[src/rtl/mod_updown_counter.sv]
// Modulo-N up/down counter with enable, load, clear, wrap/saturate
// and a terminal-count strobe for cascading stages.
module mod_updown_counter #(
    parameter int BITS = 4,
    parameter int MOD  = 10
) (
    input  logic            clk,
    input  logic            reset,
    input  logic            clear,
    input  logic            load,
    input  logic [BITS-1:0] d,
    input  logic            en,
    input  logic            up,
    input  logic            sat,
    output logic [BITS-1:0] Q,
    output logic            tc,
    output logic            at_end
);

    if (BITS < 1 || BITS > 30 || MOD < 2 || MOD > (2 ** BITS)) begin : g_bad_param
        $error("mod_updown_counter: MOD must satisfy 2 <= MOD <= 2**BITS");
    end

    // Compare at BITS+1 bits so MOD == 2**BITS needs no special case
    localparam logic [BITS:0] LAST = (BITS + 1)'(MOD - 1);

    logic [BITS:0]   q_ext;
    logic [BITS:0]   d_ext;
    logic [BITS:0]   term;
    logic [BITS:0]   q_inc;
    logic [BITS:0]   q_dec;
    logic [BITS-1:0] q_next;

    assign q_ext  = {1'b0, Q};
    assign d_ext  = {1'b0, d};
    assign term   = up ? LAST : '0;
    assign q_inc  = q_ext + 1'b1;
    assign q_dec  = q_ext - 1'b1;
    assign at_end = (q_ext == term);
    assign tc     = en & at_end & ~clear & ~load & ~reset;

    always_comb begin
        q_next = Q;
        if (clear) begin
            q_next = '0;
        end else if (load) begin
            q_next = (d_ext > LAST) ? LAST[BITS-1:0] : d;
        end else if (en) begin
            if (up) begin
                if (!at_end)
                    q_next = q_inc[BITS-1:0];
                else if (!sat)
                    q_next = '0;
            end else begin
                if (!at_end)
                    q_next = q_dec[BITS-1:0];
                else if (!sat)
                    q_next = LAST[BITS-1:0];
            end
        end
    end

    always_ff @(posedge clk) begin
        if (reset)
            Q <= '0;
        else
            Q <= q_next;
    end

endmodule

[config.mk]
export PLATFORM = sky130hd
export DESIGN_NAME = mod_updown_counter
export DESIGN_NICKNAME = d
export VERILOG_FILES = /design/src/rtl/mod_updown_counter.sv
export SDC_FILE = /design/constraint.sdc
export NUM_CORES = 1
export LEC_CHECK = 0
export BUFFER_PORTS_ARGS = -buffer_cell sky130_fd_sc_hd__buf_2
export CORE_AREA = 2 2 39 41
export CTS_BUF_LIST = sky130_fd_sc_hd__clkbuf_4 sky130_fd_sc_hd__clkbuf_8 sky130_fd_sc_hd__clkbuf_16
export DETAILED_ROUTE_END_ITERATION = 8
export DIE_AREA = 0 0 41 43
export HOLD_SLACK_MARGIN = 0.12
export PLACE_DENSITY = 0.73
export SLEW_MARGIN = 5
export SYNTH_ARGS = -nofsm -noshare
export SYNTH_HDL_FRONTEND = slang
export SYNTH_SLANG_ARGS = --single-unit
[constraint.sdc]
create_clock -name clk -period 5 [get_ports clk]
set_clock_uncertainty 0.2 [all_clocks]
set_input_delay 0.5 -clock clk [delete_from_list [all_inputs] [get_ports clk]]
set_output_delay 0.5 -clock clk [all_outputs]
set_load 0.01 [all_outputs]
==> impl_results.md, run 1 <==
- Initial Utilization: 34.8%
- Worst-Margin Slew: 0.392 ns
- Worst R2R Setup Slack: 3.12 ns
- CTS hold repair buffers: 0
- Worst Reg-to-Reg Cells: 6
- Fillers: 136
- Die X: 41 um
- Number of buffers added on ports: 16
- Largest register by flop count: Q
- Cts bufs inserted: 3
- Core area: 1380 um2
- Post-CTS setup buffer count: 0
- Crit start category: register
- Clock Pin Slew Worst Setup and Hold Paths: 0.04 ns
- Top-area cell type share of the netlist area: 16.6%
- Ys Warns: 0
- Fin. Hold Viols: 0
- Ports: 17
- Via density: 5.69
- Met1 WL: 532 um
- Synth Flop Type: dfxtp_1
- Drt pass-1 iters: 4
- Number of max-cap violations: 0
- Post-layout util: 40.3%
- EDFF count, synth: 0
- Most frequent cell after synthesis: a21oi_1
- # setup viols final: 0
- Internal: 0.0000766 W
- Crit path max fanout: 11
- Worst-case vdd ir drop: 0.161 mV
- Post-route ant nets: 0
- Fraction of layout cells with a size suffix above 1: 37.3%
- Final setup TNS: 0 ns
- Hold path startpoint: clear
- Clk sink count: 4
- # rows: 14
- Combinational fraction of design power: 29.2%
- Max-slew violation count: 0
- Slew margin rel.: 73.7%
- Worst Hold Class: in2reg
- Sequential share of power: 33.8%
- Regs by FF count: Q: 4 flops
- Power per cell area: 202 nW/um2
- Post-Syn Instances: 61
- Seq/Total Area, Yosys: 16.6%
- Status: finished clean
- Cell count of the worst hold path: 4
- Tcrit/Tclk final: 46.9%
- Inserted Diodes: 0
- DPL Wire Length: 864 um
- WL met3: 86 um
- R2r startpoint: Q[0]
- Grt ovf: 0
- Die area: 1760 um2
- Critical R2R Capture: Q[1]
- Lkg Pwr: 0.239 nW
- Fmax achieved: 427 MHz
- Hold EP: Q[2]
- Clock period minus worst slack: 2.34 ns
- Crit Path Class: reg2out
- # DRC: 0
- CTS resizes: 0
- TritonCTS clock tree: built
- Synthesis-to-layout area growth: 15.8%
- Metal2 WL: 514 um
- Number of global-route vias before repair: 456
- Mapped cell area: 482 um2
- Count of cell types in the netlist: 37
- Async SR Flop Fraction: 0%
- Syn nets: 74
- Largest net degree at the start of global routing: 13
- Worst EP required: 4.30 ns
- CP endpoint kind: primary output
- Switching Share: 31.9%
- Max layer used: met4
- All-layer global routing usage: 16.2%
- Vias post-DR: 518
- Clock H-tree levels: 1
- Wire length of the first global-routing pass: 1.94 mm
- Die height: 43 um
- Max clock buf depth: 2
- Synth area leader: dfxtp_1
- Hold_ws: 0.342 ns
- Total Power: 0.000113 W
- Avg Inst Size Synth: 7.90 um2
- RSZ-0062 raised after global routing: false
- Worst skew pair latency: 0.24 ns
- Synthesized flop and latch total: 4
- Root Buffer: clkbuf_4
- Synth cell count leaders: a21oi_1, dfxtp_1, inv_1, nand2_1, nor2_1
- Post-layout net count: 90
- RD Place Congestion: 0.820
- P_sw: 0.0000359 W
- Wire length per cell: 12.6 um
- Max reg flops: 4
- Initial antenna violation count: 0
- Clk pwr share: 36.9%
- Drt initial violations: 15
- Top post-synthesis cells by area: dfxtp_1, buf_6, a21oi_1, ha_1, o311ai_2
- Overall routed net length: 1.15 mm
- Worst Path Arrival: 1.64 ns
## stage by stage
stage | cell area (um2) | std cells | setup slack, ns
after floorplan | 482 | 61 | 2.86
after global placement | 536 | 88 | 2.76
after detailed placement | 536 | 88 | 2.72
after CTS | 558 | 91 | 2.65
after global routing | 558 | 91 | 2.57
final | 558 | 91 | 2.66
## placed cells by master, fill, tap and decap left out, types with 3 or more instances in the layout
cell type,count
a21oi_1,5
buf_2,16
clkbuf_4,3
dfxtp_1,4
inv_1,4
nand2_1,4
nor2_1,4
o21ai_0,3
## metal layers
metal / vias to the layer above / global-route usage, %
met5: - / 0
met4: 0 / 6.00
met3: 2 / 6.28
met2: 24 / 23.4
met1: 239 / 20.9
li1: 253 / -
## kinds of logic after synthesis
group                    count (synthesis)  synth area share [%]
flip-flops                               4                  16.6
AND/OR/NAND/NOR                         24                  29.9
multiplexers                             1                  2.34
AO/OA/AOI/OAI                           20                  31.4
adder cells (fa/ha/maj)                  2                  5.19
buffers and inverters                    9                  12.7
XOR/XNOR                                 1                  1.82
## worst max-delay path by stage
stage	start	to	slack (ns)	depth (start not counted)
floorplan	Q[0]	tc	2.86	4
global placement	up	tc	2.76	5
detailed placement	up	tc	2.72	5
CTS	Q[0]	tc	2.65	4
global route	Q[0]	tc	2.57	4
finish	Q[0]	tc	2.66	4
## critical path, stage by stage (launching register included)
cell	delay [ns]
dfxtp_1	0.41
or3_4	0.44
a21boi_1	0.22
and4b_1	0.21
buf_2	0.12
## cell type report
class / count / area, um2 / area share (%)
Multi-Input combinational cell: 48 / 340 / 61.0
Sequential cell: 4 / 80.1 / 14.3
Timing Repair Buffer: 16 / 80.1 / 14.3
Clock buffer: 3 / 22.5 / 4.04
Tap cell: 16 / 20.0 / 3.59
Inverter: 4 / 15.0 / 2.69
## power groups by stage
stage                Clock, W  Sequential [W]  Combinational (W)
global placement            0       0.0000383          0.0000317
floorplan                   0       0.0000365          0.0000261
detailed placement          0       0.0000385          0.0000326
finish              0.0000416       0.0000381          0.0000329
global route        0.0000455       0.0000385          0.0000367
CTS                 0.0000435       0.0000379          0.0000327
Power figures use the tool's default switching activity.
==> run 2: changes to the inputs <==
ABC_AREA = 1   (was unset)
PLACE_DENSITY = 0.69   (was 0.73)
clock period = 2.4 ns   (was 5 ns; I/O delays follow)
==> run 2 against run 1 <==
Sequential share of layout area hardly changed. Non-clock buffer count up 2. Cell count grew 20%. Design area decreased by 0.22%. Clock-buffer cell count unchanged. Area after synthesis is 12% lower. Die area did not move. Utilization is 0.090 points lower. Routed wire length fell by 13%. Critical path depth up 2. Critical path type is now in2out. Largest cell class unchanged.
==> impl_results.md, run 2 <==
- Die area: 1760 um2 (unchanged)
- Regs by FF count: Q: 4 flops
- Worst path max stage delay: 0.53 ns (+0.09 ns)
- # rows: 14 (unchanged)
- Crit start category: primary input
- Fmax achieved: 510 MHz
- Final setup TNS: 0 ns (unchanged)
- Placed Cells incl. Taps: 104 (+18%)
- Grt ovf: 0 (unchanged)
- Die height: 43 um (unchanged)
- Status: finished clean
- Synthesized flop and latch total: 4 (unchanged)
- Number of global-route vias before repair: 366 (-20%)
- Clock period minus worst slack: 1.96 ns
- Simple-Gate Fraction of Synth Area: 53.5% (+24 points)
- Synthesis-to-layout area growth: 30.9%
- Final setup margin: 0.438 ns (-2.22 ns)
- Post-route ant nets: 0 (unchanged)
- Avg Inst Size Synth: 5.83 um2 (-26%)
- Worst Path Arrival: 1.52 ns (-0.12 ns)
- CP endpoint kind: primary output
- Top post-synthesis cells by area: dfxtp_1, nand2_1, nand3_1, nor2_1, inv_1
- Vias post-DR: 503 (-2.9%)
- Placed Area: 514 um2 (-4.0%)
- Most frequent cells in the layout: nand2_1, buf_2, nor2_1, inv_1, nand3_1
- CP Buf/Inv Count: 4 (+3)
- CTS resizes: 0 (unchanged)
- Overall routed net length: 998 um (-13%)
- Fillers: 154 (+13%)
- Clock H-tree levels: 1 (unchanged)
- Power per cell area: 438 nW/um2 (+120%)
- Worst-case vdd ir drop: 0.162 mV (+0.70%)
- Hold_ws: 0.156 ns (-0.185 ns)
- Largest family of logic cells by synthesized area: simple AND/OR/NAND/NOR gates
- Most frequent cell after synthesis: nand2_1
- Post-CTS setup buffer count: 0 (unchanged)
- Top-area cell type share of the netlist area: 18.8% (+2.2 points)
- Syn nets: 86 (+16%)
- Kind of cell adding the most delay to the critical path: buffers and inverters
- RSZ-0062 raised after global routing: false
- # setup viols final: 0 (unchanged)
- Max reg flops: 4 (unchanged)
- Drt pass-1 iters: 4 (unchanged)
- Area taken by flip-flops and latches: 80.1 um2 (unchanged)
- Slew margin rel.: 78.4% (+4.7 points)
- Tcrit/Tclk final: 81.7%
- Initial Utilization: 30.7% (-4.1 points)
- Root Buffer: clkbuf_4
- Clk sink count: 4 (unchanged)
- Drt initial violations: 13 (-2)
- Worst-Margin Slew: 0.324 ns (-0.0676 ns)
- Crit Path Class: in2out
- XOR/XNOR share of the synthesized area: 2.06% (+0.24 points)
- Seq/Total Area, Yosys: 18.8% (+2.2 points)
- Cell Chain, Critical Path: dlygate4sd3_1 -> buf_2 -> nor2_1 -> inv_1 -> nor4_1 -> buf_2
- All-layer global routing usage: 13.3% (-2.8 points)
- EDFF count, synth: 0 (unchanged)
- Worst path most repeated cell: buf_2
- Largest net degree at the start of global routing: 10 (-3)
- Initial antenna violation count: 0 (unchanged)
- Die X: 41 um (unchanged)
- Fraction of layout cells with a size suffix above 1: 29.0% (-8.3 points)
- Worst Hold Class: in2reg
- Max-slew violation count: 0 (unchanged)
- Place WS: 0.774 ns (-1.95 ns)
- Ports: 17 (unchanged)
- Synth cell count leaders: nand2_1, nor2_1, inv_1, nand3_1, dfxtp_1
- Finished Layout Cells: 109 (+20%)
- Slowest stage cell, crit path: dlygate4sd3_1
- Layout Cell Area excl Fill: 557 um2 (-0.22%)
- Worst EP required: 1.96 ns (-2.34 ns)
- Commonest non-fill, non-tap cell in the layout: nand2_1
- Post-layout net count: 108 (+20%)
- Lkg Pwr: 0.298 nW (+25%)
- Multi-input gate area: 294 um2 (-14%)
- # DRC: 0 (unchanged)
- Largest register by flop count: Q
- Worst skew pair latency: 0.24 ns (about the same)
- Cts bufs inserted: 3 (unchanged)
- Inserted Diodes: 0 (unchanged)
- DPL Wire Length: 790 um (-8.6%)
- Wire length per cell: 9.16 um (-27%)
- Synth Area in Compound Gates: 7.65% (-24 points)
- Max clock buf depth: 2 (unchanged)
- Ys Warns: 0 (unchanged)
- Crit path max fanout: 4 (-7)
- Synth area leader: dfxtp_1
- Wire length of the first global-routing pass: 1.57 mm (-19%)
- Mapped cell area: 425 um2 (-12%)
- Number of buffers added on ports: 16 (unchanged)
- TritonCTS clock tree: built
- Clock Pin Slew Worst Setup and Hold Paths: 0.04 ns (about the same)
- Async SR Flop Fraction: 0% (unchanged)
- Via density: 4.61 (-19%)
- CTS hold repair buffers: 2 (+2)
- RD Place Congestion: 0.785 (-4.3%)
- Post-synthesis mux area share: 0% (-2.3 points)
- Number of max-cap violations: 0 (unchanged)
- Adder-Cell Fraction of Synth Area: 5.88% (+0.69 points)
- Core area: 1380 um2 (unchanged)
- Fin. Hold Viols: 0 (unchanged)
- Count of cell types in the netlist: 18 (-51%)
- Synth Flop Type: dfxtp_1
- Post-Syn Instances: 73 (+20%)
run 2: tightest hold or removal path: stages:
cell	delay, ns
buf_2	0.08
nor2_1	0.04
inv_1	0.13
a21oi_1	0.05
run 2: cell type report:
| class | instances | area share (%) |
|---|---|---|
| Timing Repair Buffer | 18 | 18.0 |
| Tap cell | 16 | 3.60 |
| Sequential cell | 4 | 14.4 |
| Multi-Input combinational cell | 58 | 52.8 |
| Inverter | 10 | 7.19 |
| Clock buffer | 3 | 4.04 |
run 2: report_power, final:
group	switching, W	total, W	internal, W
logic	0.0000469	0.0000812	0.0000344
clock network	0.0000287	0.0000848	0.0000560
registers	0.00000745	0.0000780	0.0000705
run 2: kinds of logic (layout without fill, tap and decap cells):
group,after synthesis,in the layout
flip-flops,4,4
AND/OR/NAND/NOR,49,49
buffers and inverters,11,31
adder cells (fa/ha/maj),2,2
XOR/XNOR,1,1
AO/OA/AOI/OAI,6,6
run 2: final timing paths:
kind                             from  endpoint  slack, ns  cells past startpoint
worst max-delay path            clear        tc       0.44                      6
worst min-delay path            reset      Q[1]       0.16                      4
worst max register to register   Q[0]      Q[1]       0.73                      7
worst min register to register   Q[1]      Q[1]       0.36                      2
run 2: layer usage:
layer	vias up	global-route usage [%]	part of all wire, %
met4	0	8.00	0
li1	273	-	-
met1	217	16.9	45
met2	13	18.4	49
met3	0	4.71	5.2
met5	-	0	0
run 2: metrics by stage:
stage,utilization (%),power [W]
after floorplan,-,0.000135
after global placement,37.2,0.000157
after detailed placement,37.2,0.000158
after CTS,40.2,0.000247
after global routing,40.2,0.000264
final,40.2,0.000244
